**src/rtl/inventory_keeper_if.sv**
```systemverilog
// Bundle of the sale, restock handshake and stock-report signals that pass
// between the inventory keeper and its users (vending FSM, service port).
// master: the requesting side (drives sale/restock inputs); slave: the keeper.
interface inventory_keeper_if;
   logic       decrement;     // sale strobe, level, one sale per rising edge
   logic [7:0] item_code;     // item being sold
   logic       restock_req;   // restock request, held until restock_ack
   logic [7:0] restock_code;  // item being restocked
   logic [2:0] restock_qty;   // units to add
   logic       restock_ack;   // restock acknowledge
   logic [2:0] cs_pc;         // potato chips count
   logic [2:0] cs_cb;         // candy bar count
   logic [2:0] cs_s;          // soda count
   logic [2:0] cs_c;          // cookie count
   logic [3:0] low_stock;     // {cookie, soda, candy, chips} at or below threshold
   logic       vend_err;      // illegal sale pulse
   logic       restock_err;   // unknown restock code pulse
   logic [7:0] sold_total;    // successful sales since reset, wrapping

   modport master (
      output decrement, item_code, restock_req, restock_code, restock_qty,
      input  restock_ack, cs_pc, cs_cb, cs_s, cs_c, low_stock, vend_err,
             restock_err, sold_total
   );

   modport slave (
      input  decrement, item_code, restock_req, restock_code, restock_qty,
      output restock_ack, cs_pc, cs_cb, cs_s, cs_c, low_stock, vend_err,
             restock_err, sold_total
   );
endinterface

```
**src/rtl/inventory_keeper.sv**
```systemverilog
// Per-item stock counter for the vending machine: one unit removed per sale
// edge, restock via a req/ack handshake, error pulses, low-stock flags, sales total.
// Ports: clk, reset (async active-low), bus (inventory_keeper_if.slave).
module inventory_keeper #(
   parameter logic [2:0] INIT_COUNT = 3'd5,
   parameter logic [2:0] LOW_THRESH = 3'd1
) (
   input logic              clk,
   input logic              reset,
   inventory_keeper_if.slave bus
);

   typedef enum logic [1:0] {R_IDLE, R_APPLY, R_ACK} r_state_t;

   // Item encoding -> {valid, index}; index 0 chips, 1 candy, 2 soda, 3 cookie.
   function automatic logic [2:0] decode(input logic [7:0] code);
      case (code)
         8'hA2:   decode = 3'b100;
         8'hB3:   decode = 3'b101;
         8'hD5:   decode = 3'b110;
         8'hE8:   decode = 3'b111;
         default: decode = 3'b000;
      endcase
   endfunction

   r_state_t   state, state_nxt;
   logic [2:0] cnt [4];
   logic       dec_prev;
   logic       restock_ack_q, vend_err_q, restock_err_q;
   logic [7:0] sold_total_q;

   logic       sale_evt, s_vld, r_vld, sale_ok, conflict, rs_do;
   logic [1:0] s_idx, r_idx;
   logic [3:0] rs_sum;
   logic [2:0] rs_val;

   always_comb begin
      {s_vld, s_idx} = decode(bus.item_code);
      {r_vld, r_idx} = decode(bus.restock_code);
      sale_evt = bus.decrement & ~dec_prev;
      sale_ok  = sale_evt & s_vld & (cnt[s_idx] != 3'd0);
      // A sale edge on the item being restocked wins; the restock waits a cycle.
      conflict = sale_evt & s_vld & r_vld & (s_idx == r_idx);
      // Add in 4 bits so an overflow past 7 can be caught and clamped.
      rs_sum   = {1'b0, cnt[r_idx]} + {1'b0, bus.restock_qty};
      rs_val   = rs_sum[3] ? 3'd7 : rs_sum[2:0];
   end

   // Restock handshake next-state logic.
   always_comb begin
      state_nxt = state;
      rs_do     = 1'b0;
      case (state)
         R_IDLE:  if (bus.restock_req) state_nxt = R_APPLY;
         R_APPLY: if (!conflict) begin
                     rs_do     = 1'b1;
                     state_nxt = R_ACK;
                  end
         R_ACK:   if (!bus.restock_req) state_nxt = R_IDLE;
         default: state_nxt = R_IDLE;
      endcase
   end

   always_ff @(posedge clk or negedge reset) begin
      if (!reset) state <= R_IDLE;
      else        state <= state_nxt;
   end

   always_ff @(posedge clk or negedge reset) begin
      if (!reset) begin
         for (int i = 0; i < 4; i++) cnt[i] <= INIT_COUNT;
         dec_prev      <= 1'b0;
         restock_ack_q <= 1'b0;
         vend_err_q    <= 1'b0;
         restock_err_q <= 1'b0;
         sold_total_q  <= 8'd0;
      end else begin
         dec_prev      <= bus.decrement;
         // Ack is registered from the next state so it is high exactly while in R_ACK.
         restock_ack_q <= (state_nxt == R_ACK);
         vend_err_q    <= sale_evt & ~sale_ok;
         restock_err_q <= rs_do & ~r_vld;
         sold_total_q  <= sold_total_q + {7'd0, sale_ok};
         // Sale and restock never hit the same index in one cycle (conflict defers it).
         for (int i = 0; i < 4; i++) begin
            if (sale_ok && s_idx == 2'(i))
               cnt[i] <= cnt[i] - 3'd1;
            else if (rs_do && r_vld && r_idx == 2'(i))
               cnt[i] <= rs_val;
         end
      end
   end

   always_comb begin
      bus.restock_ack = restock_ack_q;
      bus.vend_err    = vend_err_q;
      bus.restock_err = restock_err_q;
      bus.sold_total  = sold_total_q;
      bus.cs_pc       = cnt[0];
      bus.cs_cb       = cnt[1];
      bus.cs_s        = cnt[2];
      bus.cs_c        = cnt[3];
      for (int i = 0; i < 4; i++) bus.low_stock[i] = (cnt[i] <= LOW_THRESH);
   end

endmodule

```
**src/flat_wrapper.sv**
```systemverilog
// flat-port wrapper written by rule: the top's interface ports become plain ports
module inventory_keeper_flat 
#(
   parameter logic [2:0] INIT_COUNT = 3'd5,
   parameter logic [2:0] LOW_THRESH = 3'd1
)
  (clk, reset, bus_decrement, bus_item_code, bus_restock_req, bus_restock_code, bus_restock_qty, bus_restock_ack, bus_cs_pc, bus_cs_cb, bus_cs_s, bus_cs_c, bus_low_stock, bus_vend_err, bus_restock_err, bus_sold_total);
  inventory_keeper_if bus_i ();
  input logic clk;
  input logic reset;
  input wire logic [$bits(bus_i.decrement)-1:0] bus_decrement;
  input wire logic [$bits(bus_i.item_code)-1:0] bus_item_code;
  input wire logic [$bits(bus_i.restock_req)-1:0] bus_restock_req;
  input wire logic [$bits(bus_i.restock_code)-1:0] bus_restock_code;
  input wire logic [$bits(bus_i.restock_qty)-1:0] bus_restock_qty;
  output wire logic [$bits(bus_i.restock_ack)-1:0] bus_restock_ack;
  output wire logic [$bits(bus_i.cs_pc)-1:0] bus_cs_pc;
  output wire logic [$bits(bus_i.cs_cb)-1:0] bus_cs_cb;
  output wire logic [$bits(bus_i.cs_s)-1:0] bus_cs_s;
  output wire logic [$bits(bus_i.cs_c)-1:0] bus_cs_c;
  output wire logic [$bits(bus_i.low_stock)-1:0] bus_low_stock;
  output wire logic [$bits(bus_i.vend_err)-1:0] bus_vend_err;
  output wire logic [$bits(bus_i.restock_err)-1:0] bus_restock_err;
  output wire logic [$bits(bus_i.sold_total)-1:0] bus_sold_total;
  assign bus_i.decrement = bus_decrement;
  assign bus_i.item_code = bus_item_code;
  assign bus_i.restock_req = bus_restock_req;
  assign bus_i.restock_code = bus_restock_code;
  assign bus_i.restock_qty = bus_restock_qty;
  assign bus_restock_ack = bus_i.restock_ack;
  assign bus_cs_pc = bus_i.cs_pc;
  assign bus_cs_cb = bus_i.cs_cb;
  assign bus_cs_s = bus_i.cs_s;
  assign bus_cs_c = bus_i.cs_c;
  assign bus_low_stock = bus_i.low_stock;
  assign bus_vend_err = bus_i.vend_err;
  assign bus_restock_err = bus_i.restock_err;
  assign bus_sold_total = bus_i.sold_total;
  inventory_keeper #(.INIT_COUNT(INIT_COUNT), .LOW_THRESH(LOW_THRESH)) u_core (.clk(clk), .reset(reset), .bus(bus_i));
endmodule
```
**config.mk**
```make
export PLATFORM = sky130hd
export DESIGN_NAME = inventory_keeper_flat
export DESIGN_NICKNAME = d
export VERILOG_FILES = /design/src/rtl/inventory_keeper_if.sv /design/src/rtl/inventory_keeper.sv /design/src/flat_wrapper.sv
export SDC_FILE = /design/constraint.sdc
export NUM_CORES = 1
export LEC_CHECK = 0
export BUFFER_PORTS_ARGS = -buffer_cell sky130_fd_sc_hd__buf_2
export CORE_MARGIN = 2
export CORE_UTILIZATION = 35
export DETAILED_ROUTE_END_ITERATION = 8
export SLEW_MARGIN = 20
export SYNTH_ARGS = -nofsm -noshare
export SYNTH_HDL_FRONTEND = slang
export SYNTH_SLANG_ARGS = --single-unit
```
**constraint.sdc**
```tcl
create_clock -name clk -period 3.69 [get_ports clk]
set_clock_uncertainty 0.1 [all_clocks]
set_input_delay 0.738 -clock clk [delete_from_list [all_inputs] [get_ports clk]]
set_output_delay 0.738 -clock clk [all_outputs]
set_load 0.005 [all_outputs]
```
==> Flow_metrics.wiki <==
{| class="wikitable"
! Metric !! Value
|-
| Result of the run || complete, no violations
|-
| Detail-routed net length per standard cell || 14.9 µm
|-
| Setup slack of the worst register-to-register path || 1470 ps
|-
| Synth unique cells || 58
|-
| Most frequent standard cell in the layout excluding fill and tap cells || buf_2
|-
| Vertical extent of the die || 78.9 µm
|-
| Routed Antenna Nets || 0
|-
| Flip-flop cell with the highest count after synthesis || dfrtp_1
|-
| Synthesized instance count || 210
|-
| Cells taking the most area after synthesis || dfrtp_1 (23%), dfstp_2 (11%), ha_1 (6.4%), nor2_1 (4.4%), xnor2_1 (3.1%)
|-
| Die area || 6230 µm²
|-
| Cell internal power dissipation || 0.563 mW
|-
| Final WS setup || 504 ps
|-
| Transition time at the pin with the least slew margin || 598 ps
|-
| Largest net degree at the start of global routing || 27
|-
| Syn Std Cell Area || 1960 µm²
|-
| Number of nets in the finished design || 297
|-
| Ports || 50
|-
| Post-synthesis simple-gate area fraction || 0.269
|-
| Total clock buffers created by CTS || 3
|-
| Power consumption || 0.810 mW
|-
| Post-Synthesis Mean Instance Area || 9.35 µm²
|-
| Clock input transition at the sequential cells of the worst setup and hold paths || 100 ps
|-
| Clock insertion delay at the later pin of the skew report || 280 ps
|-
| LEAKAGE || 1.11 nW
|-
| Worst path arrival time || 3260 ps
|-
| Filler-free cell count of the finished design || 334
|-
| Maximum clock frequency || 314 MHz
|-
| Critical path class || input pin to flip-flop
|-
| Worst Reg2Reg Path Length in Cells || 10
|-
| Final Critical Period || 3190 ps
|-
| Post-Synth XOR/XNOR Area || 0.0484
|-
| Post-synth top area cell || dfrtp_1
|-
| Portion of the post-synthesis area used by sequential elements || 0.336
|-
| Inserted Diodes || 0
|-
| Final setup vio count || 0
|-
| Count of unresolved DRC violations after routing || 0
|-
| Setup TNS || 0 ps
|-
| Hold_ws || 352 ps
|-
| Kind of start point of the critical path || input pin
|-
| CTS tree || done
|-
| Delay of the slowest cell on the worst path || 390 ps
|-
| Cells along the critical path || buf_2 -> nor4bb_1 -> o2bb2ai_1 -> and2_1 -> or2_2 -> o22ai_1 -> nor2_1 -> ha_1 -> a21o_1 -> a21oi_1 -> nand2b_1 -> a211o_1
|-
| Last element of the critical path || u_core.bus.cs_cb[1]
|-
| Number of clock sinks || 26
|-
| Count of routing violations after the opening detailed-route iteration || 71
|-
| Layout cell share with drive strength beyond 1 || 0.282
|-
| Count of buffers from port buffering || 49
|-
| Net switching power || 0.246 mW
|-
| Post-synth net total || 244
|-
| Yosys synthesis warning count || 0
|-
| Final Util || 0.430
|-
| Endpoint of the worst register-to-register path || u_core.bus.sold_total[7]
|-
| Cell Count Post-Placement || 330
|-
| Clock Power Share || 0.301
|-
| Pwr per Cell Area || 344 nW/µm²
|-
| Die width || 78.9 µm
|-
| Cell Area, Placed || 2280 µm²
|-
| GPL Wtd Cong || 0.853
|-
| Via count normalized by instance count || 5.24
|-
| Hold buffers post-CTS || 0
|-
| Unrepaired setup endpoints after global routing || false
|-
| Total of max-cap violations || 0
|-
| Rel. slew slack || 0.601
|-
| Total GRT Usage || 0.169
|-
| Setup slack at placement || 218 ps
|-
| Resize count post-CTS || 0
|-
| Total wirelength of the detailed-routed design || 4.97 mm
|-
| Fraction of power spent switching nets || 0.304
|-
| Hold violation total from the final report || 0
|-
| Sum of net half-perimeters after detailed placement || 3.99 mm
|-
| Share of the synthesized area in the top cell type || 0.229
|-
| Number of vias after detailed routing || 1751
|-
| Post-route fraction of the period consumed by the critical path || 0.863
|-
| Dominant combinational cell family by area after synthesis || simple AND/OR/NAND/NOR gates
|-
| Number of core rows || 27
|-
| Met2 usage || 0.294
|-
| Compound-gate portion of the synthesized area || 0.189
|-
| Number of synthesized flops with an enable pin || 0
|-
| Bufs on Longest Clock Path || 2
|-
| Final design area excluding fillers || 2350 µm²
|-
| H-tree level count || 1
|-
| Data required, critical path || 3760 ps
|-
| Vias in the first global route || 1716
|-
| Max stage delay cell, worst path || nor4bb_1
|-
| Relative area change from synthesis to final layout || 19.7%
|-
| Remaining Overflow, GRT || 0
|-
| Worst vdd rail ir drop || 0.191 mV
|-
| Critical Path End Type || flip-flop
|-
| Met1 demand-to-capacity share in global routing || 0.225
|-
| Initial antenna violation count || 0
|-
| Most used cells in the layout excluding fill and tap cells || buf_2 (49), nor2_1 (23), dfrtp_1 (18)
|-
| Largest fanout on the critical path || 4
|-
| Setup crit start || bus_restock_code[4]
|-
| Flop pwr share || 0.447
|-
| Placeable core region || 5470 µm²
|-
| Setup fix buffers added after clock tree synthesis || 0
|-
| Logic pwr share || 0.251
|-
| Initial cell density of the core || 0.359
|-
| Layer with the highest usage after global routing || met2
|-
| Root buffer cell || clkbuf_8
|-
| Flops & latches, synth || 26
|-
| Hold WC Path Type || input pin to async pin
|-
| Number of pins exceeding their max-slew limit in the final report || 0
|-
| Async set-or-reset flop fraction in the synthesized netlist || 1.00
|-
| Met3 Track Usage GR || 0.0159
|-
| Mux contribution to synthesized area || 0.0439
|-
| Post-synthesis share of cell area spent on full adders, half adders and majority gates || 0.0739
|-
| Router iterations before antenna repair || 5
|-
| Reg-to-reg critical path startpoint || u_core.bus.cs_s[0]
|-
| Global-route wire length before repair || 8.36 mm
|}
==> worst max-delay path, delay by kind of cell <==
| family | cells | cell delay [ps] |
|---|---|---|
| and+or+nand+nor | 5 | 1130 |
| adders and majority gates | 1 | 270 |
| buffers and inverters | 1 | 120 |
| AOI/OAI and AO/OA | 5 | 990 |
==> layer usage <==
layer | vias up | routed length, µm
li1 | 887 | -
met1 | 829 | 2370
met2 | 31 | 2400
met3 | 4 | 160
met4 | 0 | 36
met5 | - | 0
==> layout make-up <==
class	instances	area [µm²]
multi-input combinational	169	1220
fill	578	3120
inverter	12	45.0
clock inverter	1	30.0
clock buffer	3	41.3
timing repair buffer	51	260
sequential	26	661
tap	72	90.1
==> worst min-delay path by stage <==
stage                     slack [ps]  cells past startpoint                  endpoint                      from
final                            350                      1        u_core.bus.cs_s[1]                     reset
after global routing             390                      1  u_core.bus.sold_total[7]                     reset
after CTS                        380                      1  u_core.bus.sold_total[3]                     reset
after detailed placement         370                      1  u_core.bus.sold_total[7]  u_core.bus.sold_total[7]
after global placement           360                      1  u_core.bus.sold_total[7]  u_core.bus.sold_total[7]
after floorplan                  340                      0        u_core.bus.cs_c[1]                     reset
==> power by group through the flow <==
stage / registers, mW / clock network, mW / logic (mW)
6_report: 0.362 / 0.244 / 0.203
5_1_grt: 0.370 / 0.266 / 0.233
4_1_cts: 0.363 / 0.250 / 0.205
3_5_place_dp: 0.369 / 0 / 0.204
3_3_place_gp: 0.368 / 0 / 0.201
2_1_floorplan: 0.362 / 0 / 0.119
==> synthesized netlist by cell type (2+ instances only) <==
| master | number |
|---|---|
| nor2_1 | 23 |
| dfrtp_1 | 18 |
| nand2_1 | 13 |
| inv_1 | 12 |
| ha_1 | 10 |
| dfstp_2 | 8 |
| nand3_1 | 8 |
| nor2b_1 | 8 |
| nor3_1 | 7 |
| o22ai_1 | 7 |
| xnor2_1 | 7 |
| a21oi_1 | 6 |
| mux2i_1 | 6 |
| nand2b_1 | 6 |
| o21ai_0 | 5 |
| nand4_1 | 4 |
| a211oi_1 | 3 |
| a311oi_1 | 3 |
| and4_1 | 3 |
| buf_6 | 3 |
| o2111ai_1 | 3 |
| o211ai_1 | 3 |
| o21a_1 | 3 |
| and2_1 | 2 |
| and3b_1 | 2 |
| and4bb_2 | 2 |
| nand4b_1 | 2 |
| o211a_1 | 2 |
| xor2_1 | 2 |
==> cell families (layout without fill, tap and decap cells) <==
group,Yosys count,after routing
muxes,8,8
AOI/OAI and AO/OA,48,48
xor gates and xnor gates,10,10
buffers and inverters,15,67
DFF,26,26
adders and majority gates,11,11
and+or+nand+nor,92,92
==> sequential cells by signal (all words and copies together) (netlist names) <==
register / count
u_core.state: 2
u_core.bus.cs_s: 3
u_core.bus.restock_ack: 1
u_core.bus.sold_total: 8
u_core.bus.cs_cb: 3
u_core.bus.restock_err: 1
u_core.dec_prev: 1
u_core.bus.vend_err: 1
u_core.bus.cs_c: 3
u_core.bus.cs_pc: 3
Power figures use the tool's default switching activity.
